$ cat config.mk
export PLATFORM = sky130hd
export DESIGN_NAME = control_seq
export DESIGN_NICKNAME = d
export VERILOG_FILES = /design/src/rtl/holy_core_pkg.sv /design/src/rtl/control_decoder.sv /design/src/rtl/control_seq.sv
export SDC_FILE = /design/constraint.sdc
export NUM_CORES = 1
export LEC_CHECK = 0
export ABC_AREA = 1
export CELL_PAD_IN_SITES_DETAIL_PLACEMENT = 0
export CELL_PAD_IN_SITES_GLOBAL_PLACEMENT = 1
export CORE_AREA = 2 2 71 73
export CTS_CLUSTER_DIAMETER = 50
export DETAILED_ROUTE_END_ITERATION = 16
export DIE_AREA = 0 0 73 75
export DONT_BUFFER_PORTS = 1
export GPL_TIMING_DRIVEN = 0
export HOLD_SLACK_MARGIN = 0.15
export PLACE_DENSITY_LB_ADDON = 0.12
export SLEW_MARGIN = 10
export SYNTH_ARGS = -nofsm -noshare
export SYNTH_HDL_FRONTEND = slang
export SYNTH_SLANG_ARGS = --single-unit
$ cat constraint.sdc
create_clock -name clk -period 2.29 [get_ports clk]
set_input_delay 0.229 -clock clk [delete_from_list [all_inputs] [get_ports clk]]
set_output_delay 0.229 -clock clk [all_outputs]
set_load 0.05 [all_outputs]
$ cat src/rtl/holy_core_pkg.sv
// Shared encodings for the HOLY core: opcodes, function fields, ALU ops,
// immediate formats, control bundle, sequencer state and trap causes.
package holy_core_pkg;

  localparam logic [6:0] OPCODE_R_TYPE       = 7'b0110011;
  localparam logic [6:0] OPCODE_I_TYPE_ALU   = 7'b0010011;
  localparam logic [6:0] OPCODE_I_TYPE_LOAD  = 7'b0000011;
  localparam logic [6:0] OPCODE_S_TYPE       = 7'b0100011;
  localparam logic [6:0] OPCODE_B_TYPE       = 7'b1100011;
  localparam logic [6:0] OPCODE_J_TYPE       = 7'b1101111;
  localparam logic [6:0] OPCODE_JALR         = 7'b1100111;
  localparam logic [6:0] OPCODE_U_TYPE_LUI   = 7'b0110111;
  localparam logic [6:0] OPCODE_U_TYPE_AUIPC = 7'b0010111;

  localparam logic [2:0] F3_ADD_SUB = 3'b000;
  localparam logic [2:0] F3_SLL     = 3'b001;
  localparam logic [2:0] F3_SLT     = 3'b010;
  localparam logic [2:0] F3_SLTU    = 3'b011;
  localparam logic [2:0] F3_XOR     = 3'b100;
  localparam logic [2:0] F3_SRL_SRA = 3'b101;
  localparam logic [2:0] F3_OR      = 3'b110;
  localparam logic [2:0] F3_AND     = 3'b111;

  localparam logic [2:0] F3_BEQ  = 3'b000;
  localparam logic [2:0] F3_BNE  = 3'b001;
  localparam logic [2:0] F3_BLT  = 3'b100;
  localparam logic [2:0] F3_BGE  = 3'b101;
  localparam logic [2:0] F3_BLTU = 3'b110;
  localparam logic [2:0] F3_BGEU = 3'b111;

  localparam logic [6:0] F7_BASE = 7'b0000000;
  localparam logic [6:0] F7_ALT  = 7'b0100000;

  localparam logic [3:0] ALU_ADD  = 4'b0000;
  localparam logic [3:0] ALU_SUB  = 4'b0001;
  localparam logic [3:0] ALU_AND  = 4'b0010;
  localparam logic [3:0] ALU_OR   = 4'b0011;
  localparam logic [3:0] ALU_SLL  = 4'b0100;
  localparam logic [3:0] ALU_SLT  = 4'b0101;
  localparam logic [3:0] ALU_SRL  = 4'b0110;
  localparam logic [3:0] ALU_SLTU = 4'b0111;
  localparam logic [3:0] ALU_XOR  = 4'b1000;
  localparam logic [3:0] ALU_SRA  = 4'b1001;

  localparam logic [2:0] IMM_I = 3'b000;
  localparam logic [2:0] IMM_S = 3'b001;
  localparam logic [2:0] IMM_B = 3'b010;
  localparam logic [2:0] IMM_J = 3'b011;
  localparam logic [2:0] IMM_U = 3'b100;

  localparam logic [3:0] CAUSE_NONE          = 4'd0;
  localparam logic [3:0] CAUSE_ILLEGAL_INSTR = 4'd2;
  localparam logic [3:0] CAUSE_LOAD_FAULT    = 4'd5;
  localparam logic [3:0] CAUSE_STORE_FAULT   = 4'd7;

  typedef enum logic [1:0] {
    EXEC     = 2'd0,
    MEM_WAIT = 2'd1,
    TRAP     = 2'd2
  } ctrl_state_t;

  // Datapath select fields; the enables are gated separately by the sequencer
  typedef struct packed {
    logic [3:0] alu_control;
    logic [2:0] imm_source;
    logic       alu_source;
    logic [1:0] write_back_source;
    logic [1:0] second_add_source;
  } ctrl_t;

endpackage

$ cat src/rtl/control_decoder.sv
// Combinational instruction decoder: op/func3/func7 to datapath selects plus
// instruction-class flags for the sequencer.
module control_decoder
  import holy_core_pkg::*;
(
  input  logic [6:0] op,
  input  logic [2:0] func3,
  input  logic [6:0] func7,
  output ctrl_t      ctrl,
  output logic       reg_write,
  output logic       is_load,
  output logic       is_store,
  output logic       is_illegal,
  output logic       branch,
  output logic       jump
);

  function automatic logic [3:0] alu_decode(input logic [2:0] f3, input logic alt);
    case (f3)
      F3_ADD_SUB: alu_decode = alt ? ALU_SUB : ALU_ADD;
      F3_SLL:     alu_decode = ALU_SLL;
      F3_SLT:     alu_decode = ALU_SLT;
      F3_SLTU:    alu_decode = ALU_SLTU;
      F3_XOR:     alu_decode = ALU_XOR;
      F3_SRL_SRA: alu_decode = alt ? ALU_SRA : ALU_SRL;
      F3_OR:      alu_decode = ALU_OR;
      default:    alu_decode = ALU_AND;
    endcase
  endfunction

  always_comb begin
    ctrl       = '0;
    reg_write  = 1'b0;
    is_load    = 1'b0;
    is_store   = 1'b0;
    is_illegal = 1'b0;
    branch     = 1'b0;
    jump       = 1'b0;
    case (op)
      OPCODE_R_TYPE: begin
        reg_write        = 1'b1;
        ctrl.alu_control = alu_decode(func3, func7 == F7_ALT);
        // Only sub and sra use the alternate func7
        is_illegal = !((func7 == F7_BASE) ||
                       (func7 == F7_ALT && (func3 == F3_ADD_SUB || func3 == F3_SRL_SRA)));
      end
      OPCODE_I_TYPE_ALU: begin
        reg_write        = 1'b1;
        ctrl.alu_source  = 1'b1;
        ctrl.imm_source  = IMM_I;
        ctrl.alu_control = alu_decode(func3, (func3 == F3_SRL_SRA) && (func7 == F7_ALT));
        if (func3 == F3_SLL)
          is_illegal = (func7 != F7_BASE);
        else if (func3 == F3_SRL_SRA)
          is_illegal = (func7 != F7_BASE) && (func7 != F7_ALT);
      end
      OPCODE_I_TYPE_LOAD: begin
        reg_write              = 1'b1;
        is_load                = 1'b1;
        ctrl.alu_source        = 1'b1;
        ctrl.imm_source        = IMM_I;
        ctrl.write_back_source = 2'b01;
      end
      OPCODE_S_TYPE: begin
        is_store        = 1'b1;
        ctrl.alu_source = 1'b1;
        ctrl.imm_source = IMM_S;
      end
      OPCODE_B_TYPE: begin
        branch          = 1'b1;
        ctrl.imm_source = IMM_B;
        case (func3)
          F3_BEQ, F3_BNE:   ctrl.alu_control = ALU_SUB;
          F3_BLT, F3_BGE:   ctrl.alu_control = ALU_SLT;
          F3_BLTU, F3_BGEU: ctrl.alu_control = ALU_SLTU;
          default:          ctrl.alu_control = ALU_SUB;
        endcase
      end
      OPCODE_J_TYPE: begin
        reg_write              = 1'b1;
        jump                   = 1'b1;
        ctrl.imm_source        = IMM_J;
        ctrl.write_back_source = 2'b10;
        ctrl.second_add_source = 2'b00;
      end
      OPCODE_JALR: begin
        reg_write              = 1'b1;
        jump                   = 1'b1;
        ctrl.alu_source        = 1'b1;
        ctrl.imm_source        = IMM_I;
        ctrl.write_back_source = 2'b10;
        ctrl.second_add_source = 2'b10;
      end
      OPCODE_U_TYPE_LUI: begin
        reg_write              = 1'b1;
        ctrl.imm_source        = IMM_U;
        ctrl.write_back_source = 2'b11;
        ctrl.second_add_source = 2'b01;
      end
      OPCODE_U_TYPE_AUIPC: begin
        reg_write              = 1'b1;
        ctrl.imm_source        = IMM_U;
        ctrl.write_back_source = 2'b11;
        ctrl.second_add_source = 2'b00;
      end
      default: is_illegal = 1'b1;
    endcase
  end

endmodule

$ cat src/rtl/control_seq.sv
// Sequenced control unit: single-cycle decode for ALU/branch/jump ops, a
// valid/ack handshake with timeout for loads/stores, and trap raising.
module control_seq
  import holy_core_pkg::*;
#(
  parameter int TIMEOUT_CYCLES = 256,
  parameter bit TRAP_EN        = 1'b1
) (
  input  logic        clk,
  input  logic        rst,
  input  logic        instr_valid,
  input  logic [31:0] instruction,
  input  logic        alu_zero,
  input  logic        alu_last_bit,
  input  logic        mem_ack,
  input  logic        mem_err,
  input  logic        trap_ack,
  output logic [3:0]  alu_control,
  output logic [2:0]  imm_source,
  output logic        alu_source,
  output logic [1:0]  write_back_source,
  output logic [1:0]  second_add_source,
  output logic        mem_read,
  output logic        mem_write,
  output logic        reg_write,
  output logic        pc_source,
  output logic        pc_write_enable,
  output logic        stall,
  output logic        trap,
  output logic [3:0]  trap_cause
);

  localparam int CNT_W = $clog2(TIMEOUT_CYCLES + 1);
  localparam logic [CNT_W-1:0] CNT_LAST = CNT_W'(TIMEOUT_CYCLES - 1);

  ctrl_state_t      state_q;
  logic [CNT_W-1:0] cnt_q;
  logic [3:0]       cause_q;

  ctrl_t dec_ctrl;
  logic  dec_reg_write, dec_is_load, dec_is_store, dec_is_illegal, dec_branch, dec_jump;

  // Captured decode of the memory instruction, held across MEM_WAIT
  ctrl_t sel_p0;
  logic  is_load_p0, is_store_p0;

  ctrl_t sel;
  logic  taken, timeout_hit, fault;
  logic  unused_instr;

  assign unused_instr = ^{instruction[24:15], instruction[11:7]};

  control_decoder u_decoder (
    .op         (instruction[6:0]),
    .func3      (instruction[14:12]),
    .func7      (instruction[31:25]),
    .ctrl       (dec_ctrl),
    .reg_write  (dec_reg_write),
    .is_load    (dec_is_load),
    .is_store   (dec_is_store),
    .is_illegal (dec_is_illegal),
    .branch     (dec_branch),
    .jump       (dec_jump)
  );

  always_comb begin
    case (instruction[14:12])
      F3_BEQ:           taken = alu_zero;
      F3_BNE:           taken = !alu_zero;
      F3_BLT, F3_BLTU:  taken = alu_last_bit;
      F3_BGE, F3_BGEU:  taken = !alu_last_bit;
      default:          taken = 1'b0;
    endcase
  end

  assign timeout_hit = (cnt_q == CNT_LAST);
  assign fault       = mem_err || (!mem_ack && timeout_hit);

  always_comb begin
    sel             = '0;
    mem_read        = 1'b0;
    mem_write       = 1'b0;
    reg_write       = 1'b0;
    pc_source       = 1'b0;
    pc_write_enable = 1'b0;
    stall           = 1'b0;
    trap            = 1'b0;
    if (!rst) begin
      case (state_q)
        EXEC: begin
          if (instr_valid) begin
            if (dec_is_illegal) begin
              if (TRAP_EN) stall = 1'b1;
              else         pc_write_enable = 1'b1;
            end else if (dec_is_load || dec_is_store) begin
              sel       = dec_ctrl;
              mem_read  = dec_is_load;
              mem_write = dec_is_store;
              stall     = 1'b1;
            end else begin
              sel             = dec_ctrl;
              reg_write       = dec_reg_write;
              pc_write_enable = 1'b1;
              pc_source       = (dec_branch && taken) || dec_jump;
            end
          end
        end
        MEM_WAIT: begin
          sel       = sel_p0;
          mem_read  = is_load_p0;
          mem_write = is_store_p0;
          if (fault) begin
            if (TRAP_EN) stall = 1'b1;
            else         pc_write_enable = 1'b1;
          end else if (mem_ack) begin
            reg_write       = is_load_p0;
            pc_write_enable = 1'b1;
          end else begin
            stall = 1'b1;
          end
        end
        TRAP: begin
          trap  = 1'b1;
          stall = 1'b1;
        end
        default: ;
      endcase
    end
  end

  assign alu_control       = sel.alu_control;
  assign imm_source        = sel.imm_source;
  assign alu_source        = sel.alu_source;
  assign write_back_source = sel.write_back_source;
  assign second_add_source = sel.second_add_source;
  assign trap_cause        = rst ? CAUSE_NONE : cause_q;

  always_ff @(posedge clk) begin
    if (rst) begin
      state_q <= EXEC;
      cnt_q   <= '0;
      cause_q <= CAUSE_NONE;
    end else begin
      case (state_q)
        EXEC: begin
          if (instr_valid) begin
            if (dec_is_illegal) begin
              if (TRAP_EN) begin
                state_q <= TRAP;
                cause_q <= CAUSE_ILLEGAL_INSTR;
              end
            end else if (dec_is_load || dec_is_store) begin
              state_q <= MEM_WAIT;
              cnt_q   <= '0;
            end
          end
        end
        MEM_WAIT: begin
          cnt_q <= cnt_q + CNT_W'(1);
          if (fault) begin
            if (TRAP_EN) begin
              state_q <= TRAP;
              cause_q <= is_load_p0 ? CAUSE_LOAD_FAULT : CAUSE_STORE_FAULT;
            end else begin
              state_q <= EXEC;
            end
          end else if (mem_ack) begin
            state_q <= EXEC;
          end
        end
        TRAP: begin
          if (trap_ack) begin
            state_q <= EXEC;
            cause_q <= CAUSE_NONE;
          end
        end
        default: state_q <= EXEC;
      endcase
    end
  end

  // Capture stage: decode of an accepted memory op, no reset needed
  always_ff @(posedge clk) begin
    if (state_q == EXEC && instr_valid) begin
      sel_p0      <= dec_ctrl;
      is_load_p0  <= dec_is_load;
      is_store_p0 <= dec_is_store;
    end
  end

endmodule

## After elaboration in Yosys (flattened, before gate mapping)

Index checks and enable logic that the tools add are counted.

| storage, ports and cells | value |
|---|---|
| bits in registers | 29 |
| input port bits | 40 |
| output and inout bits | 23 |
| logic and storage cells | 154 |

| operators by class | value |
|---|---|
| add/sub/neg operators | 1 |
| equality and inequality tests | 29 |
| muxes and demuxes | 81 |
| reduce and logical (&&, ||, !) cells | 33 |

Operator list:

| kind | number |
|---|---|
| 4-bit one-hot mux with 7 select lines | 2 |
| 1-bit 2-to-1 mux | 43 |
| 12-bit 2-to-1 mux | 3 |
| 7-bit by 6-bit == test with 1-bit output (second input constant) | 4 |
| 4-bit 2-to-1 mux | 7 |
| 9-bit 2-to-1 mux | 3 |
| 12-bit one-hot mux with 2 select lines | 1 |
| 4-bit one-hot mux with 3 select lines | 2 |
| 7-bit == test (second input constant) | 3 |
| 9-bit one-hot mux with 2 select lines | 1 |
| 7-bit by 5-bit == test with 1-bit output (second input constant) | 2 |
| 2-bit 2-to-1 mux | 7 |
| 7-bit OR reduction | 2 |
| 3-bit == test (second input constant) | 4 |
| 2-bit inequality test (second input constant) | 6 |
| 2-bit one-hot mux with 3 select lines | 2 |
| 3-bit one-hot mux with 4 select lines | 1 |
| 2-bit OR reduction | 6 |
| 9-bit by 1-bit adder with 9-bit output (second input constant) | 1 |
| 9-bit by 8-bit == test with 1-bit output (second input constant) | 1 |
| 1-bit one-hot mux with 2 select lines | 4 |
| 4-bit AND reduction | 2 |
| 7-bit by 2-bit == test with 1-bit output (second input constant) | 1 |
| 7-bit zero test | 1 |
| 20 further kinds | 35 |

## Depth between registers and ports, before layout

| logic depth | value |
|---|---|
| depth in word-level cells | 10 |
| mapped depth | 15 |
| gate-level depth less buffers | 15 |

## Cells and area by module

Synthesis repeated with hierarchy kept, for this count alone.

| second synthesis, totals | value |
|---|---|
| cell total of the unflattened synthesis | 287 |
| area total of the unflattened synthesis | 1963.1 um^2 |

By module, submodules not included:

| module | instances | cells each | area each (um^2) | sequential area each (um^2) |
|---|---|---|---|---|
| control_seq | 1 | 197 | 1521.5 | 680.7 |
| control_decoder | 1 | 90 | 441.7 | 0.0 |

## Worst setup path after synthesis

No wires, ideal clock.

| timing path | value |
|---|---|
| kind | reg2out |
| from | register state_q[0] |
| to | output port stall |
| data arrival time | 2419 ps |
| required time | 2061 ps |
| slack | -358 ps |
| stages on the path, launching flop included | 6 |
| path buffers | 0 |
| cells stage by stage | dfxtp_1 -> nor2_1 -> inv_1 -> nor2_1 -> o21ai_0 -> a31oi_1 |

| between the ends | value |
|---|---|
| longest elaborated chain between the ends | 3 |
| elaborated cells on any way between the ends | 5 |
| classes of those cells | eq/ne (2); mux (2); reduce/logical (1) |

Ends and longest elaborated chain:

| element | RTL line | text |
|---|---|---|
| start, declared | control_seq.sv:36 | `ctrl_state_t state_q;` |
| start signal, assigned | control_seq.sv:140 | `state_q <= EXEC;` |
| start signal, assigned | control_seq.sv:149 | `state_q <= TRAP;` |
| start signal, assigned | control_seq.sv:153 | `state_q <= MEM_WAIT;` |
| 2-bit == test, or another cell as far along | control_seq.sv:89 | `case (state_q)` |
| 1-bit one-hot mux with 3 select lines * | control_seq.sv:89 |  |
| 1-bit 2-to-1 mux * | control_seq.sv:88 | `if (!rst) begin` |
| end, declared | control_seq.sv:28 | `output logic stall,` |

Mark *: on every way between the ends. The rest lies on a longest branch, timed or not.

## Worst setup path after layout

| timing path | value |
|---|---|
| from | register state_q[0] |
| to | output port write_back_source[1] |

| between the ends | value |
|---|---|
| longest elaborated chain between the ends | 3 |
| elaborated cells on any way between the ends | 4 |
| classes of those cells | eq/ne (1); mux (2); reduce/logical (1) |

Ends and longest elaborated chain:

| element | RTL line | text |
|---|---|---|
| 2-bit by 1-bit == test with 1-bit output / 2-bit zero test (equally long branches) | control_seq.sv:89 |  |
| 12-bit one-hot mux with 2 select lines * | control_seq.sv:89 |  |
| 12-bit 2-to-1 mux * | control_seq.sv:88 |  |
| end, declared | control_seq.sv:21 | `output logic [1:0] write_back_source,` |

Marked as above.

==> summary.md <==
| Metric | Value |
|---|---|
| Die Ht | `75 um` |
| DR iter-0 viols | `48` |
| Final setup fails | `0` |
| Full die area | `about 5500 um2` |
| CP startpoint | `state_q[0]` |
| Max Clock Freq | `roughly 460 MHz` |
| Worst slew margin | `0.263` |
| R2R setup slack | `approximately 0.27 ns` |
| Commonest cells post-synth | `nand2_1, nor2_1, inv_1` |
| Detailed placement HPWL | `between 3 and 4 mm` |
| Crit Path Max Fanout | `10` |
| Critical Path AT | `slightly below 2 ns` |
| Worst skew pair latency | `roughly 0.27 ns` |
| Number of global-route vias before repair | `around 1700` |
| GP Congestion | `between 0.7 and 0.8` |
| Overall Power | `between 1000 and 1500 uW` |
| Root Buffer Master | `clkbuf_8` |
| Count leader, synth | `nand2_1` |
| Die width | `about 73 um` |
| Post-route insts no fill | `356` |
| Remaining DRCs | `0` |
| CTS clk-pin slew, worst paths | `approximately 0.1 ns` |
| Vias per cell | `5.09` |
| Worst Hold Depth | `3` |
| Fin. Hold Viols | `0` |
| Largest net degree at the start of global routing | `17` |
| Sequential area share after synthesis | `0.346` |
| Slew @ Worst Pin | `1.11 ns` |
| Tcrit/Tclk final | `0.954` |
| Reg-to-Reg Start | `cnt_q[0]` |
| CTS tree | `built` |
| # port buffers | `0` |
| Initial Util | `0.421` |
| H-Tree Depth | `1` |
| Post-synth ARST share | `0` |
| Min-Delay Endpoint | `state_q[0]` |
| Share of the synthesized area in the top cell type | `0.214` |
| Gr ovfl total | `0` |
| Global-route wire length before repair | `just under 8 mm` |
| Num Clock Sinks | `27` |
| Min Tclk post-route | `approximately 2.2 ns` |
| Total Routing Usage GR | `0.182` |
| Via count | `~1800` |
| Critical R2R Capture | `cause_q[0]` |
| Synth-to-layout area growth | `19.7%` |
| Filler cells | `between 400 and 500` |
| Number of buffers created by CTS | `3` |
| NumNets Final | `345` |
| Max cap viols | `0` |
| Synth area leaders | `edfxtp_1, dfxtp_1, nand2_1` |
| Fin. max-slew vios | `0` |
| Syn avg cell area | `just under 7 um2` |
| CTS max path bufs | `2` |
| Most Crowded Layer GR | `met2` |
| Crit path capture type | `output port` |
| CP required | `roughly 2.1 ns` |
| Synthesized area | `around 2000 um2` |
| Antenna viol nets, final | `0` |
| Met3 Track Usage GR | `0.0428` |
| WS Path Type | `flip-flop to output port` |
| Met1 usage | `0.261` |
| Maximum vdd drop | `between 0.3 and 0.4 mV` |
| Final wirelength | `between 4 and 5 mm` |
| Power density over the cells | `425 nW/um2` |
| TritonRoute pass-1 iters | `4` |
| Cells after Synth | `between 200 and 300` |
| Startpoint types | `flip-flop` |
| N_diodes | `0` |
| Synthesis Warnings | `0` |
| HP Start | `instruction[4]` |
| Setup Skew | `0.00241 ns` |
| EDFF count, synth | `14` |
| Antenna violations before repair | `0` |
| Yosys cell types | `31` |
| Static Leakage | `0.000891 uW` |
| Most used DFF post-synth | `edfxtp_1` |
| Cell taking the most area after synthesis | `edfxtp_1` |
| R2R cell count | `13` |
| WL per Instance | `~13 um` |
| Status | `finished, final reports clean` |
| Syn Nets | `between 300 and 400` |
| FF+latch count, synth | `27` |
| Worst Hold Class | `input pin to flip-flop` |
| FP Rows | `25` |
| Dpl cells | `approximately 340` |
| Core area | `4660 um2` |
| Share of post-route cells with drive strength above 1 | `0.245` |
| IO Pins | `63` |
| Met2 capacity usage during global routing | `0.289` |
[worst max-delay path by stage]
stage / endpoint / slack [ns] / cells past startpoint
2_1_floorplan: pc_write_enable / 0.11 / 9
3_3_place_gp: stall / -0.28 / 5
3_5_place_dp: stall / -0.31 / 5
4_1_cts: write_back_source[1] / 0.04 / 6
5_1_grt: alu_control[2] / -0.009 / 11
6_report: write_back_source[1] / 0.11 / 6
[stage by stage]
step | worst slack (ns) | cell area (um2) | setup TNS, ns | hold slack (ns) | utilization
floorplan | 0.110 | 1980 | 0 | 0.408 | -
global placement | -0.278 | 2040 | -0.904 | 0.424 | 0.439
detailed placement | -0.305 | 2040 | -1.01 | 0.432 | 0.439
CTS | 0.0435 | 2280 | 0 | 0.185 | 0.490
global route | -0.00869 | 2350 | -0.0185 | 0.199 | 0.504
finish | 0.105 | 2350 | 0 | 0.190 | 0.504
[worst max-delay path, stage by stage (launching register included)]
cell      delay, ns
dfxtp_1        0.44
inv_1          0.08
nor2_2         0.19
buf_4          0.22
clkbuf_2       0.24
nand2_1        0.13
a21oi_4        0.39
[placed cells by master (no fill, tap or decap), drive strengths merged, types with 2 or more instances in the layout]
cell type and n:
nand3 22, dlygate4sd3 2, o22ai 2, edfxtp 14, ha 2, or2 2
clkbuf 7, inv 40, nor2 46, buf 12, dfxtp 13, o21ai 18
nor3 5, nand4 4, a21oi 32, nand2 76
[final cells by class]
type | instances | area (um2) | area share
buffer | 10 | 60.1 | 0.0255
multi-input combinational | 212 | 1270 | 0.540
clock inverter | 1 | 7.51 | 0.00319
tap | 54 | 67.6 | 0.0287
sequential | 27 | 681 | 0.290
clock buffer | 3 | 41.3 | 0.0176
timing repair buffer | 8 | 68.8 | 0.0293
inverter | 41 | 155 | 0.0660
[routing by layer]
metal | vias to the layer above | part of all wire
met5 | - | 0
met4 | 0 | 0.0040
met3 | 2 | 0.051
met2 | 39 | 0.44
met1 | 815 | 0.50
li1 | 957 | -
[where the power goes]
part / total, uW / leakage, uW / switching (uW) / internal, uW
registers: 540 / 0.000246 / 7.96 / 532
logic: 177 / 0.000623 / 127 / 50.3
clock network: 283 / 0.0000217 / 160 / 124
total: 1000 / 0.000891 / 294 / 706
[logic make-up (layout without fill, tap and decap cells)]
kind of cell    Yosys count  after routing  synth area share
fa+ha+maj                 2              2            0.0127
flops                    27             27             0.346
other cells               1              1           0.00191
compound gates           53             53             0.156
simple gates            156            156             0.375
buf+inv                  51             63             0.108
[what timing repair did]
item	4_1_cts	5_1_grt
hold buffers	1	1
resized for setup	27	10
setup endpoints to repair	18	11
setup buffers	3	2
pin swaps	1	8
gates cloned	0	1
endpoints found under the hold margin	1	1
[flip-flops by register name, indices dropped and copies added, names as in the netlist]
register,flops
state_q,2
is_store_p0,1
is_load_p0,1
cause_q,2
cnt_q,9
sel_p0,12
Power figures use the tool's default switching activity.
